$ cat src/rtl/sprite_defs.sv
// Shared definitions for the sprite motion engine: table entry layout,
// FSM encoding and velocity-byte field helpers.
package sprite_defs;

   localparam logic [1:0] OFS_X    = 2'd0;
   localparam logic [1:0] OFS_Y    = 2'd1;
   localparam logic [1:0] OFS_ATTR = 2'd2;
   localparam logic [1:0] OFS_VEL  = 2'd3;

   typedef enum logic [1:0] {ST_IDLE, ST_RUN, ST_DONE} state_t;

   // vel byte: dx in the high nibble, dy in the low nibble, both signed 4-bit
   function automatic logic [3:0] vel_dx(input logic [7:0] v);
      return v[7:4];
   endfunction

   function automatic logic [3:0] vel_dy(input logic [7:0] v);
      return v[3:0];
   endfunction

   function automatic logic [7:0] vel_pack(input logic [3:0] dx, input logic [3:0] dy);
      return {dx, dy};
   endfunction

endpackage

$ cat src/rtl/sprite_motion_engine_if.sv
// Engine-side control handshake plus the shared sprite RAM port.
interface sprite_motion_engine_if #(parameter int NB = 5);
   logic          start;
   logic          busy;
   logic          done;
   logic [NB+1:0] ram_addr;
   logic [7:0]    ram_din;
   logic [7:0]    ram_dout;
   logic          ram_we;

   modport master (input start, ram_din,
                   output busy, done, ram_addr, ram_dout, ram_we);
   modport slave  (output start, ram_din,
                   input busy, done, ram_addr, ram_dout, ram_we);
endinterface

$ cat src/rtl/sprite_axis_step.sv
// One axis of sprite motion: add signed velocity, clamp to [lo, hi] and
// reflect the velocity on a clamp. Purely combinational.
module sprite_axis_step (
   input  logic [7:0] pos,
   input  logic [3:0] d,
   input  logic [7:0] lo,
   input  logic [7:0] hi,
   output logic [7:0] pos_nx,
   output logic [3:0] d_nx
);
   logic signed [9:0] sum;
   logic [3:0]        d_neg;

   always_comb begin
      // 10-bit signed so a step past 0 or 255 can never wrap
      sum    = $signed({2'b00, pos}) + $signed({{6{d[3]}}, d});
      d_neg  = (d == 4'h8) ? 4'h7 : (~d + 4'd1);
      pos_nx = sum[7:0];
      d_nx   = d;
      if (sum > $signed({2'b00, hi})) begin
         pos_nx = hi;
         d_nx   = d_neg;
      end else if (sum < $signed({2'b00, lo})) begin
         pos_nx = lo;
         d_nx   = d_neg;
      end
   end
endmodule

$ cat src/rtl/sprite_motion_engine.sv
// Per-frame sprite mover: walks the sprite table once per start pulse,
// 8 cycles per entry (3 reads, compute, 3 writes), then pulses done.
module sprite_motion_engine
   import sprite_defs::*;
#(
   parameter int         NB   = 5,
   parameter logic [7:0] XMIN = 8'd0,
   parameter logic [7:0] XMAX = 8'd240,
   parameter logic [7:0] YMIN = 8'd0,
   parameter logic [7:0] YMAX = 8'd240
) (
   input  logic clk,
   input  logic reset,
   sprite_motion_engine_if.master bus
);
   state_t        state, state_nx;
   logic [2:0]    phase, phase_nx;
   logic [NB-1:0] index, index_nx;
   logic [7:0]    cap_x, cap_y, cap_vel, new_y, new_vel;
   logic          busy_q, done_q, we_q, busy_nx, done_nx, we_nx;
   logic [NB+1:0] addr_q, addr_nx;
   logic [7:0]    dout_q, dout_nx;
   logic [1:0]    ofs;

   // axis 0 = X, axis 1 = Y
   logic [1:0][7:0] ax_pos, ax_lo, ax_hi, ax_pos_nx;
   logic [1:0][3:0] ax_d, ax_d_nx;

   assign ax_pos = {cap_y, cap_x};
   assign ax_d   = {vel_dy(cap_vel), vel_dx(cap_vel)};
   assign ax_lo  = {YMIN, XMIN};
   assign ax_hi  = {YMAX, XMAX};

   for (genvar a = 0; a < 2; a++) begin : g_axis
      sprite_axis_step u_step (
         .pos    (ax_pos[a]),
         .d      (ax_d[a]),
         .lo     (ax_lo[a]),
         .hi     (ax_hi[a]),
         .pos_nx (ax_pos_nx[a]),
         .d_nx   (ax_d_nx[a])
      );
   end

   always_ff @(posedge clk) begin
      if (reset) begin
         state   <= ST_IDLE;
         phase   <= '0;
         index   <= '0;
         cap_x   <= '0;
         cap_y   <= '0;
         cap_vel <= '0;
         new_y   <= '0;
         new_vel <= '0;
         busy_q  <= 1'b0;
         done_q  <= 1'b0;
         we_q    <= 1'b0;
         addr_q  <= '0;
         dout_q  <= '0;
      end else begin
         state  <= state_nx;
         phase  <= phase_nx;
         index  <= index_nx;
         busy_q <= busy_nx;
         done_q <= done_nx;
         we_q   <= we_nx;
         addr_q <= addr_nx;
         dout_q <= dout_nx;
         // ram_din carries the data addressed one cycle earlier
         if (state == ST_RUN) begin
            case (phase)
               3'd1: cap_x   <= bus.ram_din;
               3'd2: cap_y   <= bus.ram_din;
               3'd3: cap_vel <= bus.ram_din;
               3'd4: begin
                  new_y   <= ax_pos_nx[1];
                  new_vel <= vel_pack(ax_d_nx[0], ax_d_nx[1]);
               end
               default: ;
            endcase
         end
      end
   end

   always_comb begin
      state_nx = state;
      phase_nx = phase;
      index_nx = index;
      case (state)
         ST_IDLE: if (bus.start) begin
            state_nx = ST_RUN;
            phase_nx = '0;
            index_nx = '0;
         end
         ST_RUN: begin
            phase_nx = phase + 3'd1;
            if (phase == 3'd7) begin
               index_nx = index + 1'b1;
               if (index == {NB{1'b1}}) state_nx = ST_DONE;
            end
         end
         default: state_nx = ST_IDLE;
      endcase
   end

   // RAM outputs are registered, so they are decoded from the next phase
   always_comb begin
      busy_nx = (state_nx == ST_RUN);
      done_nx = (state_nx == ST_DONE);
      we_nx   = 1'b0;
      ofs     = OFS_X;
      dout_nx = dout_q;
      case (phase_nx)
         3'd0: ofs = OFS_X;
         3'd1: ofs = OFS_Y;
         3'd5: begin ofs = OFS_X;   we_nx = busy_nx; dout_nx = ax_pos_nx[0]; end
         3'd6: begin ofs = OFS_Y;   we_nx = busy_nx; dout_nx = new_y;        end
         3'd7: begin ofs = OFS_VEL; we_nx = busy_nx; dout_nx = new_vel;      end
         default: ofs = OFS_VEL;
      endcase
      addr_nx = busy_nx ? {index_nx, ofs} : '0;
   end

   assign bus.busy     = busy_q;
   assign bus.done     = done_q;
   assign bus.ram_we   = we_q;
   assign bus.ram_addr = addr_q;
   assign bus.ram_dout = dout_q;

endmodule

$ cat src/flat_wrapper.sv
// flat-port wrapper written by rule: the top's interface ports become plain ports
module sprite_motion_engine_flat import sprite_defs::*;
#(
   parameter int         NB   = 5,
   parameter logic [7:0] XMIN = 8'd0,
   parameter logic [7:0] XMAX = 8'd240,
   parameter logic [7:0] YMIN = 8'd0,
   parameter logic [7:0] YMAX = 8'd240
)
  (clk, reset, bus_start, bus_ram_din, bus_busy, bus_done, bus_ram_addr, bus_ram_dout, bus_ram_we);
  sprite_motion_engine_if #(.NB(NB)) bus_i ();
  input  logic clk;
  input  logic reset;
  input wire logic [$bits(bus_i.start)-1:0] bus_start;
  input wire logic [$bits(bus_i.ram_din)-1:0] bus_ram_din;
  output wire logic [$bits(bus_i.busy)-1:0] bus_busy;
  output wire logic [$bits(bus_i.done)-1:0] bus_done;
  output wire logic [$bits(bus_i.ram_addr)-1:0] bus_ram_addr;
  output wire logic [$bits(bus_i.ram_dout)-1:0] bus_ram_dout;
  output wire logic [$bits(bus_i.ram_we)-1:0] bus_ram_we;
  assign bus_i.start = bus_start;
  assign bus_i.ram_din = bus_ram_din;
  assign bus_busy = bus_i.busy;
  assign bus_done = bus_i.done;
  assign bus_ram_addr = bus_i.ram_addr;
  assign bus_ram_dout = bus_i.ram_dout;
  assign bus_ram_we = bus_i.ram_we;
  sprite_motion_engine #(.NB(NB), .XMIN(XMIN), .XMAX(XMAX), .YMIN(YMIN), .YMAX(YMAX)) u_core (.clk(clk), .reset(reset), .bus(bus_i));
endmodule
$ cat config.mk
export PLATFORM = sky130hd
export DESIGN_NAME = sprite_motion_engine_flat
export DESIGN_NICKNAME = d
export VERILOG_FILES = /design/src/rtl/sprite_defs.sv /design/src/rtl/sprite_motion_engine_if.sv /design/src/rtl/sprite_axis_step.sv /design/src/rtl/sprite_motion_engine.sv /design/src/flat_wrapper.sv
export SDC_FILE = /design/constraint.sdc
export NUM_CORES = 1
export LEC_CHECK = 0
export BUFFER_PORTS_ARGS = -buffer_cell sky130_fd_sc_hd__buf_2
export CAP_MARGIN = 5
export CORE_UTILIZATION = 48
export DETAILED_ROUTE_END_ITERATION = 8
export PLACE_DENSITY = 0.77
export SYNTH_ARGS = -nofsm -noshare
export SYNTH_HDL_FRONTEND = slang
export SYNTH_SLANG_ARGS = --single-unit
export TNS_END_PERCENT = 30
$ cat constraint.sdc
create_clock -name clk -period 2.7 [get_ports clk]
set_input_delay 0.54 -clock clk [delete_from_list [all_inputs] [get_ports clk]]
set_output_delay 0.54 -clock clk [all_outputs]
set_load 0.005 [all_outputs]
Word-level counts from Yosys, hierarchy flattened
Index checks and enable logic that the tools add are counted.
{ "word_totals": {"elab_cells": 75, "register_bits": 68, "out_inout_bits": 18, "input_bits": 11} }
{ "op_classes": {"muxes": 21, "n_eq_ne": 15, "n_lt_le_gt_ge": 4, "n_reduce_logical": 12, "n_bitwise": 4, "add_sub_neg": 6} }
{ "ops": {"columns": ["operator", "n"], "rows": [
  ["$mux W8", 4],
  ["$mux W4", 6],
  ["$pmux W8 S3", 1],
  ["$add A9 B4 Y10", 2],
  ["$gt A10 B9 Y1 const B", 2],
  ["$lt A10 B1 Y1 const B", 2],
  ["$eq A3 B3 Y1 const B", 5],
  ["$mux W5", 2],
  ["$pmux W5 S2", 1],
  ["$add A4 B1 Y4 const B", 2],
  ["$eq A4 B4 Y1 const B", 2],
  ["$not A4 Y4", 2],
  ["$pmux W2 S2", 2],
  ["$reduce_and A2 Y1", 4],
  ["$reduce_or A2 Y1", 4],
  ["$eq A3 B1 Y1 const B", 2],
  ["$eq A3 B2 Y1 const B", 2],
  ["$mux W2", 3],
  ["$pmux W3 S2", 1],
  ["$add A5 B1 Y5 const B", 1],
  ["$eq A5 B5 Y1 const B", 1],
  ["$eq A2 B1 Y1 const B", 2],
  ["$add A3 B1 Y3 const B", 1],
  ["$logic_not A3 Y1", 1],
  ["6 further kinds", 7]
]} }

Longest topological paths before layout
{ "depth": {"ltp_word": 7, "depth_mapped": 11, "ltp_nobuf": 10} }

Cells and area by module
A second synthesis with hierarchy kept.
{ "unflattened": {"cells_unflattened": 681, "area_unflattened_um2": 5452.7} }
{ "modules_own_cells": {"columns": ["mod", "cells_per_inst", "area_each_um2", "n_inst", "seq_area_each_um2"], "rows": [
  ["sprite_motion_engine", 334, 2934.1, 1, 1361.3],
  ["sprite_axis_step (u_core.g_axis[1].u_step)", 184, 1282.5, 1, 0.0],
  ["sprite_axis_step (u_core.g_axis[0].u_step)", 163, 1236.2, 1, 0.0]
]} }

Worst setup path after synthesis
No wires, ideal clock.
{ "synth_timing": {"kind": "reg2reg", "start": "reg u_core.cap_vel[4]", "end": "reg u_core.new_vel[5]", "period_less_slack_ns": 2.395, "arrival_time_ns": 2.262, "setup_ns": 0.133, "slack_ns": 0.305, "stages_incl_launch_ff": 12, "cell_sequence": "dfxtp_1 ha_1 inv_1 fa_1 nor2b_1 o21ai_0 xnor2_1 o211ai_1 o32ai_2 buf_6 nor4b_2 nor4_2"} }
{ "synth_via": {"elab_chain_cells": 5, "word_cells_on_any_way": 9, "classes_between": "add/sub (2); order compare (2); eq/ne (1); mux (3); bitwise (1)"} }
{ "synth_rtl": {"columns": ["item", "line", "text"], "rows": [
  ["start: declaration", "sprite_motion_engine.sv:19", "logic [7:0] cap_x, cap_y, cap_vel, new_y, new_vel;"],
  ["start signal: assignment", "sprite_motion_engine.sv:74", "3'd3: cap_vel <= bus.ram_din;"],
  ["branches (longest 4 deep; another with $add A9 B4 Y10)", null, null],
  ["$mux W4 (*)", "sprite_axis_step.sv:20", "if (sum > $signed({2'b00, hi})) begin"],
  ["end signal: assignment", "sprite_motion_engine.sv:77", "new_vel <= vel_pack(ax_d_nx[0], ax_d_nx[1]);"],
  ["end: declaration", "sprite_motion_engine.sv:19", null]
]} }
Every way passes the cells marked *.
A chain may end at the register's enable or synchronous reset.

Worst setup path after layout
{ "layout_timing": {"start": "reg u_core.cap_vel[0]", "end": "reg u_core.new_y[2]"} }
{ "layout_via": {"elab_chain_cells": 4, "word_cells_on_any_way": 5, "classes_between": "add/sub (1); order compare (2); mux (2)"} }
{ "layout_rtl": {"columns": ["item", "line", "text"], "rows": [
  ["$add A9 B4 Y10 (*)", "sprite_axis_step.sv:16", "sum = $signed({2'b00, pos}) + $signed({{6{d[3]}}, d});"],
  ["$lt A10 B1 Y1", "sprite_axis_step.sv:23", "end else if (sum < $signed({2'b00, lo})) begin"],
  ["$mux W8", "sprite_axis_step.sv:23", null],
  ["$mux W8 (*)", "sprite_axis_step.sv:20", null],
  ["end signal: assignment", "sprite_motion_engine.sv:76", "new_y <= ax_pos_nx[1];"],
  ["end: declaration", "sprite_motion_engine.sv:19", null]
]} }
Mark *: on every way between the ends. The rest lies on a longest branch, timed or not.

==> metrics.md <==
| Metric | Value |
|---|---|
| Dominant cell by count in the synthesized netlist | `nand2_1` |
| Fin. Hold Viols | `0` |
| CTS tree | `built` |
| Max-capacitance violation count | `0` |
| CP Capture Type | `flop` |
| Cell area after synthesis | `approximately 0.0038 mm2` |
| Die area | `roughly 0.008 mm2` |
| Number of nets in the layout | `534` |
| Leakage | `between 1.5 and 2 nW` |
| # setup viols final | `0` |
| H-Tree Depth | `3` |
| Antenna violations before repair | `0` |
| Mapped Cells | `around 460` |
| Final Cell Area | `between 0.004 and 0.005 mm2` |
| Synthesized Nets | `roughly 500` |
| Rows | `32` |
| Final WS setup | `approximately 130 ps` |
| Synth async-reset ratio | `0` |
| Max Clock Freq | `0.390 GHz` |
| Ys flop type | `dfxtp_1` |
| Largest net degree at the start of global routing | `28` |
| Io pins | `29` |
| Root Buffer | `clkbuf_8` |
| Synth cell count leaders | `nand2_1, dfxtp_1, a21oi_1, nor2_1, ha_1` |
| Synth top area share | `0.360` |
| Unrepaired setup endpoints after global routing | `yes` |
| Grt total ovfl | `0` |
| Status | `finished, final reports clean` |
| Initial core utilization | `0.493` |
| Area of the core | `about 0.0077 mm2` |
| DR WL/cell | `between 10 and 15 um` |
| Worst-case clock buffer depth | `2` |
| Final Skew | `slightly above 9 ps` |
| Number of CTS-inserted buffers | `9` |
| Post-synth EDFFs | `0` |
| GPL Wtd Cong | `0.906` |
| Synth cell types | `about 60` |
| Setup slack at placement | `121 ps` |
| Post-DP HPWL | `6570 um` |
| Vias in the first global route | `3,211` |
| Drt via density | `5.57` |
| Die Wd | `between 90 and 100 um` |
| Syn-to-layout area delta | `13.1%` |
| Syn_area_per_cell | `approximately 8.2 um2` |
| Residual DRC | `0` |
| Required @ worst endpoint | `around 3000 ps` |
| Least-Margin Pin Slew | `around 580 ps` |
| Slew headroom | `0.612` |
| First-pass GRT wire length | `around 15,000 um` |
| Final worst path period share | `0.950` |
| Yosys reg bits | `68` |
| Number of non-filler instances in the completed layout | `600` |
| Critical path class | `flop to flop` |
| Final wirelength | `~8500 um` |
| Worst Hold Class | `input pin to flop` |
| Worst Setup Start Kind | `flop` |
| WL met1 | `between 4000 and 5000 um` |
| Total number of vias | `around 3,300` |
| Metal3 WL | `about 330 um` |
| DRT Pass-1 Iters | `4` |
| Register area share after synthesis | `0.360` |
| Worst-path clk slew | `about 70 ps` |
| Ys Warns | `0` |
| Setup TNS | `0 ps` |
| Fillers | `a little over 700` |
| Cell taking the most area after synthesis | `dfxtp_1` |
| Post-route ant nets | `0` |
| Clock Latency Late Sink | `between 300 and 400 ps` |
| Max Slew Vio Count | `0` |
| IO Port Bufs | `28` |
| Hold WS | `roughly 450 ps` |
| VDD IR-drop max | `about 0.00027 V` |
| Highest Signal Layer | `met4` |
| Met2 routed WL | `a little under 4000 um` |
| CTS Sinks | `between 60 and 70` |
| Dpl cells | `around 580` |
| Ranking of synthesized cells by area | `dfxtp_1, ha_1, nand2_1` |
| Ant. Diodes | `0` |
| Starting DRT DRC Count | `between 150 and 200` |
| Critical path fanouts, max | `6` |
| Crit path DAT | `approximately 2900 ps` |
| Die Ht | `slightly above 90 um` |
| Post-DP Area | `0.00407 mm2` |
| Final critical-path required period | `about 2600 ps` |
| Pwr/cell area | `approximately 460 mW/mm2` |
| All-Layer GR Usage | `0.218` |
| Layout cells sized above 1 | `0.163` |
[metrics by stage]
step	util	power (mW)
global route	0.557	2.07
global placement	0.530	1.16
floorplan	-	1.12
CTS	0.555	2.01
detailed placement	0.530	1.17
finish	0.557	1.99
[power by group]
group | internal [mW] | switching, mW | leakage, nW
Sequential | 1.01 | 0.00775 | 0.549
Clock | 0.429 | 0.416 | 0.0960
Combinational | 0.0437 | 0.0816 | 1.15
[state kept, by name, summed over array words and instances, names as in the netlist]
register             count
u_core.bus.ram_dout      8
u_core.cap_vel           8
u_core.cap_x             8
u_core.cap_y             8
u_core.new_vel           8
u_core.new_y             8
u_core.bus.ram_addr      7
u_core.index             5
u_core.phase             3
u_core.state             2
u_core.bus.busy          1
u_core.bus.done          1
u_core.bus.ram_we        1
[logic make-up after synthesis]
family                   after synthesis  synth area share
AO/OA/AOI/OAI                        123             0.223
AND/OR/NAND/NOR                      185             0.236
flip-flops                            68             0.360
XOR/XNOR                              14            0.0324
multiplexers                           2           0.00529
buffers and inverters                 39            0.0410
adder cells (fa/ha/maj)               30             0.103
[metal layers]
layer  up-vias  GRT usage
met5         -          0
met4         0     0.0820
met3        12     0.0429
met2        68      0.360
met1      1570      0.282
li1       1694          -
[path summary, 6_finish.rpt]
path	from	end	slack, ps	cells after the start
max	u_core.cap_vel[0]	u_core.new_y[2]	130	9
min	bus_ram_din[1]	u_core.cap_x[1]	450	3
max reg2reg	u_core.cap_vel[0]	u_core.new_y[2]	130	9
min reg2reg	u_core.new_y[1]	u_core.new_y[1]	460	2
[cell usage in the layout, fill, tap and decap left out, types with 3 or more instances in the layout]
| master | synthesis | routed |
|---|---|---|
| nand2_1 | 73 | 73 |
| dfxtp_1 | 68 | 68 |
| nor2_1 | 38 | 38 |
| a21oi_1 | 39 | 37 |
| ha_1 | 28 | 28 |
| buf_2 | 1 | 28 |
| inv_1 | 18 | 18 |
| nand3_1 | 17 | 17 |
| o21ai_0 | 15 | 15 |
| nor3_1 | 14 | 14 |
| buf_4 | 0 | 14 |
| a21o_1 | 11 | 11 |
| xnor2_1 | 9 | 9 |
| clkbuf_8 | 0 | 9 |
| and3_1 | 6 | 6 |
| o211ai_1 | 6 | 6 |
| a311oi_1 | 6 | 6 |
| nor2b_1 | 5 | 5 |
| a22o_1 | 5 | 5 |
| and2_1 | 5 | 5 |
| xor2_1 | 5 | 5 |
| nand2b_1 | 4 | 4 |
| o21bai_1 | 4 | 4 |
| o21ai_1 | 4 | 4 |
| nor3_2 | 4 | 4 |
| or3_1 | 4 | 4 |
| nand3b_1 | 4 | 4 |
| a21oi_2 | 1 | 3 |
| a31oi_1 | 3 | 3 |
| a211oi_1 | 3 | 3 |
| o311a_1 | 3 | 3 |
[worst max-delay path, cell delays in order, from the launching register on]
cell	delay, ps
dfxtp_1	340
ha_1	230
fa_1	410
a21o_1	210
a221oi_2	310
a211o_1	210
and3b_2	230
o22ai_2	110
or3_1	330
a21oi_1	120
[area by class of cell]
class                   instances  area (um2)  area share
multi-input cells             354        2280       0.533
flip-flops and latches         68        1360       0.318
repair buffers                 42         245      0.0573
well taps                     102         128      0.0298
clock buffers                   9         124      0.0289
clock inverters                 7        72.6      0.0169
inverters                      18        67.6      0.0158
[timing repair]
item,CTS,global route
gates resized for setup,0,4
setup buffers,0,0
hold buffers,0,0
endpoints found under the setup margin,0,13
Note: power is estimated with default switching activity, not from simulation.
